## config.mk

```make
export PLATFORM = sky130hd
export DESIGN_NAME = ad73_sport_responder
export DESIGN_NICKNAME = d
export VERILOG_FILES = /design/src/rtl/ad73_pkg.sv /design/src/rtl/ad73_sclk_gen.sv /design/src/rtl/ad73_sport_responder.sv
export SDC_FILE = /design/constraint.sdc
export NUM_CORES = 1
export LEC_CHECK = 0
export CELL_PAD_IN_SITES_DETAIL_PLACEMENT = 1
export CELL_PAD_IN_SITES_GLOBAL_PLACEMENT = 1
export CORE_UTILIZATION = 37
export DETAILED_ROUTE_END_ITERATION = 12
export GPL_ROUTABILITY_DRIVEN = 0
export HOLD_SLACK_MARGIN = 0.12
export PLACE_DENSITY_LB_ADDON = 0.1
export SKIP_LAST_GASP = 1
export SLEW_MARGIN = 30
export SYNTH_ARGS = -nofsm -noshare
export SYNTH_HDL_FRONTEND = slang
export SYNTH_HIERARCHICAL = 1
export SYNTH_SLANG_ARGS = --single-unit
```

## constraint.sdc

```tcl
create_clock -name clk -period 2.2 [get_ports clk]
set_input_delay 0.44 -clock clk [delete_from_list [all_inputs] [get_ports clk]]
set_output_delay 0.44 -clock clk [all_outputs]
set_load 0.01 [all_outputs]
```

## src/rtl/ad73_pkg.sv

```systemverilog
// Shared definitions for the AD73-class serial port responder: control-word
// field positions, register-file geometry and the port state enum.
package ad73_pkg;

  localparam int CR_COUNT = 8;
  localparam int WORD_W   = 16;

  localparam int MODE_BIT = 15;
  localparam int WR_BIT   = 14;
  localparam int ADDR_MSB = 10;
  localparam int ADDR_LSB = 8;
  localparam int DATA_MSB = 7;
  localparam int DATA_LSB = 0;

  typedef enum logic {
    PROGRAM = 1'b0,
    DATA    = 1'b1
  } state_t;

endpackage

```

## src/rtl/ad73_sclk_gen.sv

```systemverilog
// Serial clock generator: divides clk by 2*SCLK_DIV, freezes while se is low
// and flags the clk cycle in which SCLK rises or falls.
module ad73_sclk_gen #(
  parameter int SCLK_DIV = 2
) (
  input  logic clk,
  input  logic rst_l,
  input  logic se,
  output logic sclk,
  output logic rise_stb,
  output logic fall_stb
);

  localparam int CW = (SCLK_DIV > 1) ? $clog2(SCLK_DIV) : 1;
  localparam logic [CW-1:0] DIV_LAST = CW'(SCLK_DIV - 1);

  logic [CW-1:0] div_cnt;
  logic          toggle;

  // Strobes coincide with the clk edge that flips SCLK, so the consumer
  // updates on exactly the same edge as the serial clock.
  assign toggle   = se && (div_cnt == DIV_LAST);
  assign rise_stb = toggle && !sclk;
  assign fall_stb = toggle && sclk;

  always_ff @(posedge clk or negedge rst_l) begin
    if (!rst_l) begin
      div_cnt <= '0;
      sclk    <= 1'b0;
    end else if (se) begin
      if (toggle) begin
        div_cnt <= '0;
        sclk    <= ~sclk;
      end else begin
        div_cnt <= div_cnt + 1'b1;
      end
    end
  end

endmodule

```

## src/rtl/ad73_sport_responder.sv

```systemverilog
// Codec-side model of an AD73-class serial port for controller loopback.
// Optional readback of CR[addr] on WR=0 words: macro ADC_RESP_READBACK_EN.
module ad73_sport_responder
  import ad73_pkg::*;
#(
  parameter int SCLK_DIV     = 2,
  parameter int FRAME_PERIOD = 32
) (
  input  logic              clk,
  input  logic              rst_l,
  input  logic              SE,
  output logic              SCLK,
  output logic              SDOFS,
  output logic              SDO,
  input  logic              SDIFS,
  input  logic              SDI,
  input  logic [WORD_W-1:0] sample_i,
  output logic              sample_ack_o,
  output logic [WORD_W-1:0] rx_word_o,
  output logic              rx_valid_o,
  output logic [63:0]       reg_file_o,
  output logic              data_mode_o
);

  localparam int FCW = $clog2(FRAME_PERIOD);
  localparam logic [FCW-1:0] FRAME_LAST = FCW'(FRAME_PERIOD - 1);

  logic              rise_stb;
  logic              fall_stb;
  logic              frame_start;
  state_t            state;
  logic              data_pending;
  logic [FCW-1:0]    frame_cnt;
  logic [WORD_W-1:0] tx_shift;
  logic [WORD_W-1:0] tx_next;
  logic [WORD_W-2:0] rx_shift;
  logic [WORD_W-1:0] rx_full;
  logic [3:0]        rx_cnt;
  logic [7:0]        cr [CR_COUNT];
`ifdef ADC_RESP_READBACK_EN
  logic              rb_pending;
  logic [WORD_W-1:0] rb_word;
`endif

  ad73_sclk_gen #(
    .SCLK_DIV (SCLK_DIV)
  ) u_sclk_gen (
    .clk      (clk),
    .rst_l    (rst_l),
    .se       (SE),
    .sclk     (SCLK),
    .rise_stb (rise_stb),
    .fall_stb (fall_stb)
  );

  assign frame_start = fall_stb && (frame_cnt == '0);
  assign rx_full     = {rx_shift, SDI};
  assign data_mode_o = (state == DATA);

  always_comb begin
    tx_next = rx_word_o;
`ifdef ADC_RESP_READBACK_EN
    if (rb_pending) tx_next = rb_word;
`endif
    if (state == DATA) tx_next = sample_i;
  end

  always_comb begin
    reg_file_o = '0;
    for (int i = 0; i < CR_COUNT; i++) reg_file_o[8*i +: 8] = cr[i];
  end

  // Receive shifter, control-word decode and state. A SDIFS pulse always
  // restarts the capture so the newest frame wins.
  always_ff @(posedge clk or negedge rst_l) begin
    if (!rst_l) begin
      state        <= PROGRAM;
      data_pending <= 1'b0;
      rx_shift     <= '0;
      rx_cnt       <= '0;
      rx_word_o    <= '0;
      rx_valid_o   <= 1'b0;
      for (int i = 0; i < CR_COUNT; i++) cr[i] <= '0;
`ifdef ADC_RESP_READBACK_EN
      rb_pending   <= 1'b0;
      rb_word      <= '0;
`endif
    end else begin
      rx_valid_o <= 1'b0;
      if (rise_stb) begin
        if (SDIFS) begin
          rx_shift <= {{(WORD_W-2){1'b0}}, SDI};
          rx_cnt   <= 4'd1;
        end else if (rx_cnt != '0) begin
          rx_shift <= rx_full[WORD_W-2:0];
          if (rx_cnt == 4'd15) begin
            rx_cnt     <= '0;
            rx_word_o  <= rx_full;
            rx_valid_o <= 1'b1;
            if (state == PROGRAM && rx_full[WR_BIT]) begin
              cr[rx_full[ADDR_MSB:ADDR_LSB]] <= rx_full[DATA_MSB:DATA_LSB];
              if (rx_full[MODE_BIT]) data_pending <= 1'b1;
            end
`ifdef ADC_RESP_READBACK_EN
            if (state == PROGRAM && !rx_full[WR_BIT]) begin
              rb_pending <= 1'b1;
              rb_word    <= {rx_full[WORD_W-1:8], cr[rx_full[ADDR_MSB:ADDR_LSB]]};
            end
`endif
          end else begin
            rx_cnt <= rx_cnt + 4'd1;
          end
        end
      end
      // Mode change and readback are consumed at the frame boundary; the TX
      // word for that frame was already chosen from the old state.
      if (frame_start) begin
        if (data_pending) state <= DATA;
        data_pending <= 1'b0;
`ifdef ADC_RESP_READBACK_EN
        rb_pending   <= 1'b0;
`endif
      end
    end
  end

  // Frame counter and transmit shifter, advancing on SCLK falling edges only.
  always_ff @(posedge clk or negedge rst_l) begin
    if (!rst_l) begin
      frame_cnt    <= '0;
      tx_shift     <= '0;
      SDOFS        <= 1'b0;
      SDO          <= 1'b0;
      sample_ack_o <= 1'b0;
    end else begin
      sample_ack_o <= 1'b0;
      if (fall_stb) begin
        frame_cnt <= (frame_cnt == FRAME_LAST) ? '0 : frame_cnt + 1'b1;
        SDOFS     <= frame_start;
        if (frame_start) begin
          SDO          <= tx_next[WORD_W-1];
          tx_shift     <= {tx_next[WORD_W-2:0], 1'b0};
          sample_ack_o <= (state == DATA);
        end else if (frame_cnt < FCW'(WORD_W)) begin
          SDO      <= tx_shift[WORD_W-1];
          tx_shift <= {tx_shift[WORD_W-2:0], 1'b0};
        end else begin
          SDO <= 1'b0;
        end
      end
    end
  end

endmodule

```

# Word level (Yosys, flattened, before mapping)
# Cells that the tools add are included.
# W data, S select, Z words.
# op_classes
n_addsub	3
reduce_logical	23
bitwise_logic	4
shifts	0
div	0
eq_ne	3
order_cmp	3
mux	28
multipliers	0
# op_table
op	count
$bwmux W64	1
$mux W16	3
$mux W15	2
$demux W8 S3	1
$mux W1	16
$reduce_bool A2 Y1	7
$mux W4	3
$mux W8	1
$reduce_and A2 Y1	4
$logic_and A1 B1 Y1	6
$reduce_and A6 Y1	1
$add A5 B1 Y5 const B	1
$eq A5 B5 Y1 const B	1
$logic_not A5 Y1	1
$lt A5 B5 Y1 const B	1
$mux W5	1
$reduce_and A5 Y1	1
$add A4 B1 Y4 const B	1
$eq A4 B4 Y1 const B	1
$ge A4 B4 Y1 const B	1
$lt A4 B1 Y1 const B	1
$not A3 Y4	1
$reduce_and A4 Y1	1
$reduce_bool A4 Y1	1
other kinds (4)	6
# totals
reg_bits	128
out_inout_bits	86
ramBits	0
latch_bits	0
inputBits	21
mem_count	0
rom_bits	0

# Logic depth before layout (Yosys ltp)
# Gate-level depths: netlist of the first run.
# logic_depth
depth_word	8
ltp_mapped	7
mapped_depth_nobuf	6

# Modules after synthesis
# The synthesis of the first run kept the hierarchy.
# by_module_without_submodules
module	seq_area_each_um2	n_inst	area_each_um2	cells_each
ad73_sport_responder	3128.0	1	5280.1	397
ad73_sclk_gen	50.0	1	85.1	7

# Worst setup path after synthesis of the first run
# Ideal clock, no wire load.
# synth_timing
kind	input port to flip-flop
startpoint	input port SE
endpoint	register cr (netlist bit reg_file_o[0])
slack_ns	0.072
stages	5
required_time_ns	2.075
setup_ns	0.125
arrival_ns	2.003
path_cell_list	nand2_2 > nor2_1 > nand4b_1 > nor4_4 > mux2_2
# synth_between
elab_chain_cells	3
# synth_rtl
element	line	text
start, declared	ad73_sport_responder.sv:11	input logic SE,
$logic_and A1 B1 Y1	ad73_sclk_gen.sv:22	assign toggle = se && (div_cnt == DIV_LAST);
$logic_and A1 B1 Y1	ad73_sclk_gen.sv:23	assign rise_stb = toggle && !sclk;
named net rise_stb	ad73_sport_responder.sv:28	logic rise_stb;
$reduce_and A5 Y1 (no source line)	--	
end signal, assigned by index	ad73_sport_responder.sv:101	cr[rx_full[ADDR_MSB:ADDR_LSB]] <= rx_full[DATA_MSB:DATA_LSB];
end, declared	ad73_sport_responder.sv:39	logic [7:0] cr [CR_COUNT];
# The timed path passes the listed nets, and every way through them passes these cells.
# A chain may end at the register's enable or synchronous reset.

# Final worst setup path of the first run
# layout_timing
startpoint	register rx_cnt[0]
endpoint	register cr (netlist bit reg_file_o[34])
# layout_between
elab_chain_cells	2
word_cells_on_any_way	3
classes_between	1 x eq/ne; 2 x reduce/logical
# layout_rtl
element	line	text
start, declared	ad73_sport_responder.sv:38	logic [3:0] rx_cnt;
start signal, assigned	ad73_sport_responder.sv:111	rx_cnt <= rx_cnt + 4'd1;
$eq A4 B4 Y1 / $reduce_bool A4 Y1 (equally long branches)	ad73_sport_responder.sv:96, ad73_sport_responder.sv:94	
$reduce_and A5 Y1 (no source line) (*)	--	
# Mark *: on every way between the ends. The rest lies on a longest branch, timed or not.

==> impl_metrics.ini, run 1 <==
[run_status]
status = finished clean

[cts]
postCtsSetupRepairBufs = 0
cts_max_path_buffers = 2
clockRootBuffer = clkbuf_16
htreeDepth = 4
clk_latency_ns = 0.42
cts_tree = yes
clock-sinks = 127
cts_buffers = 17
path_clk_slew_ns = 0.06

[worst_setup_path]
required_ns = 2.50
end_kind = register
crit_fanout = 5
path_class = register to register
arrival_ns = 2.39
start_kind = register

[timing]
setup_violations = 0
clock.fmax_ghz = 0.477
skew_ns = 0.00811
hold_violations = 0
rsz0062_at_grt = yes
finalCriticalPeriod_ns = 2.10
fin_tns_setup_ns = 0
hold_ws_ns = 0.482
slew_viol_final = 0
worst_slew_pin_slew_ns = 0.592
maxSlewHeadroom_pct = 60.5
finalCritPeriodShare_pct = 95.2

[grt]
track_usage_pct = 20.1
grt_max_degree = 42
first_global_vias = 4072
grt_pass1_wl_um = 22500
antenna_found_initial = 0
overflow = 0

[synth]
ys_seq_area_share_pct = 59.2
synth_xor_area_share_pct = 0.326
syn_nets = 430
syn_avg_cell_area_um2 = 13.3
synth_fa_ha_area_share_pct = 1.17
synth_mux_area_share_pct = 17.6
ys.flop_type = dfrtp_1
ys_warn_count = 6
synthSimpleGateAreaFrac_pct = 9.89
synth-compound-area-share_pct = 8.96
synth-edff-count = 0
synth_top_family_by_area = multiplexers
syn-instance-count = 404
ys_ff_latch = 127
synth.distinct_cells = 43
syn_area_mm2 = 0.00537
ys_async_sr_fraction_pct = 100

[placement]
dpl-instance-area_mm2 = 0.00688
dp_hpwl_um = 9500
dp.cells = 693
io_buffers = 106

[drt]
wl_per_cell_um = 18.8
drtIter0Drc = 125
firstDrtPassIters = 6
wl_um = 13600
viasPerCell = 5.10
ant_nets = 0
routed-via-count = 3702
drc_errors = 0

[die]
std_cell_rows = 43
ioPinCount = 107
core_area_mm2 = 0.0140
die_w_um = 122
design.die.area_mm2 = 0.0150
dieHeight_um = 122
start_util_pct = 38.4

[layout]
n_antenna_cell = 0
fin_area_mm2 = 0.00751
drive_above_1_share_pct = 28.6
regArea_mm2 = 0.00318
multi_input_area_mm2 = 0.00203
nFillCells = 1422
syn_to_final_growth_pct = 39.9
final_net_count = 559
stdcell_count = 726

[power]
p_per_area_mw_per_mm2 = 847
clkPwrFrac_pct = 45.1
power_mw = 6.36
p_comb_share_pct = 11.6
irDropWorstVdd_v = 0.000514
power_frac_seq_pct = 43.3
p_leak_nw = 3.43
power.internal_mw = 4.68
p_switching_mw = 1.68
swShare_pct = 26.4

[flow_run]
maxCapViolations = 0

[hold_path]
min_path_type = register to register
-- worst max-delay path: stages, from the launching register on --
cell and delay, ns:
dfrtp_1 0.43, ha_1 0.29, clkinv_1 0.34, nor4_4 0.39
buf_4 0.20, mux2_2 0.34
-- layout make-up --
| cell class | count | share of cell area (%) |
|---|---|---|
| Clock buffer | 19 | 6.03 |
| Clock inverter | 13 | 2.13 |
| Inverter | 13 | 0.650 |
| Multi-Input combinational cell | 237 | 27.1 |
| Sequential cell | 127 | 42.3 |
| Tap cell | 180 | 3.00 |
| Timing Repair Buffer | 137 | 18.8 |
-- repair_timing --
action | CTS | global route
resized for setup | 0 | 1
endpoints found under the hold margin | 38 | 0
hold buffers | 1 | 0
setup endpoints to repair | 0 | 13
-- worst paths after layout --
check / from / end / slack, ns / cells after the start
max: rx_cnt[0]$_DFFE_PN0P_ / reg_file_o[34]$_DFFE_PN0P_ / 0.10 / 5
min: tx_shift[9]$_DFFE_PN0P_ / tx_shift[9]$_DFFE_PN0P_ / 0.48 / 2
max reg2reg: rx_cnt[0]$_DFFE_PN0P_ / reg_file_o[34]$_DFFE_PN0P_ / 0.10 / 5
min reg2reg: tx_shift[9]$_DFFE_PN0P_ / tx_shift[9]$_DFFE_PN0P_ / 0.48 / 2
max in group asynchronous: rst_l / tx_shift[5]$_DFFE_PN0P_ / 0.96 / 3
min in group asynchronous: rst_l / frame_cnt[2]$_DFFE_PN0P_ / 0.56 / 2
-- cells in the final DEF, fill, tap and decap left out, drive strengths merged, types with 5 or more instances in the layout --
cell type | synthesis | layout
a211oi | 15 | 15
a22o | 15 | 15
buf | 4 | 31
clkbuf | 23 | 19
clkdlybuf4s50 | 0 | 105
clkinv | 1 | 7
dfrtp | 127 | 127
ha | 5 | 5
inv | 12 | 14
mux2 | 81 | 81
nand2 | 20 | 20
nor2 | 20 | 20
nor2b | 17 | 17
o21ai | 5 | 5
o31ai | 15 | 15
-- logic make-up (layout without fill, tap and decap cells) --
logic type / Yosys count / after routing
and+or+nand+nor: 84 / 84
buffers and inverters: 40 / 182
xor gates and xnor gates: 2 / 2
adders and majority gates: 5 / 5
AOI/OAI and AO/OA: 62 / 62
muxes: 84 / 84
DFF: 127 / 127
-- routing by layer --
metal	share of wire (%)	routed length, µm	global-route usage (%)
met3	5.9	803	6.13
met5	0	0	0
met1	45	6130	25.9
met4	1.6	214	8.46
met2	48	6480	31.5
-- metrics by stage --
step	util [%]	setup slack [ns]
floorplan	-	0.0720
global placement	49.2	-0.215
detailed placement	49.2	-0.270
CTS	53.6	0.000527
global route	53.7	-0.0116
finish	53.7	0.105
-- cell usage after synthesis, types with 2 or more instances --
cell       count  share of area, %
nand4b_1       2              0.33
mux2i_1        3              0.56
ha_1           5               1.2
mux2_2        81                17
a21oi_1        2              0.19
o41ai_1        2              0.33
o31ai_1       15               2.1
nand4bb_1      2              0.42
nor3_2         3              0.56
o21ai_0        5              0.47
o22ai_1        2              0.23
inv_1         12              0.84
nand3_1        4              0.37
and2_1         2              0.23
a22o_1        15               2.4
clkbuf_1      23               1.6
nand2b_1       2              0.23
nor2_1        20               1.4
nand2_1       19               1.3
dfrtp_1      127                59
buf_2          3              0.28
a211oi_1      15               2.1
nor4_4         4               1.6
nor2b_1       17               2.0
-- registers in the layout (all words and copies together), names as in the netlist, 4 cells and up --
| register | cells |
|---|---|
| tx_shift | 15 |
| rx_shift | 15 |
| rx_word_o | 16 |
| rx_cnt | 4 |
| reg_file_o | 64 |
| frame_cnt | 5 |
-- power by group through the flow --
stage / Sequential, mW / Clock (mW) / Combinational, mW
global placement: 2.78 / 0 / 0.707
detailed placement: 2.80 / 0 / 0.741
finish: 2.75 / 2.87 / 0.736
global route: 2.79 / 3.05 / 0.831
floorplan: 2.64 / 0 / 0.510
CTS: 2.76 / 2.95 / 0.749
(Power assumes the default switching activity.)
==> inputs of run 2 (changes only) <==
GPL_ROUTABILITY_DRIVEN = 1   (was 0)
==> results of run 2 <==
The final DEF is identical to that of run 1; final timing and power are the same.
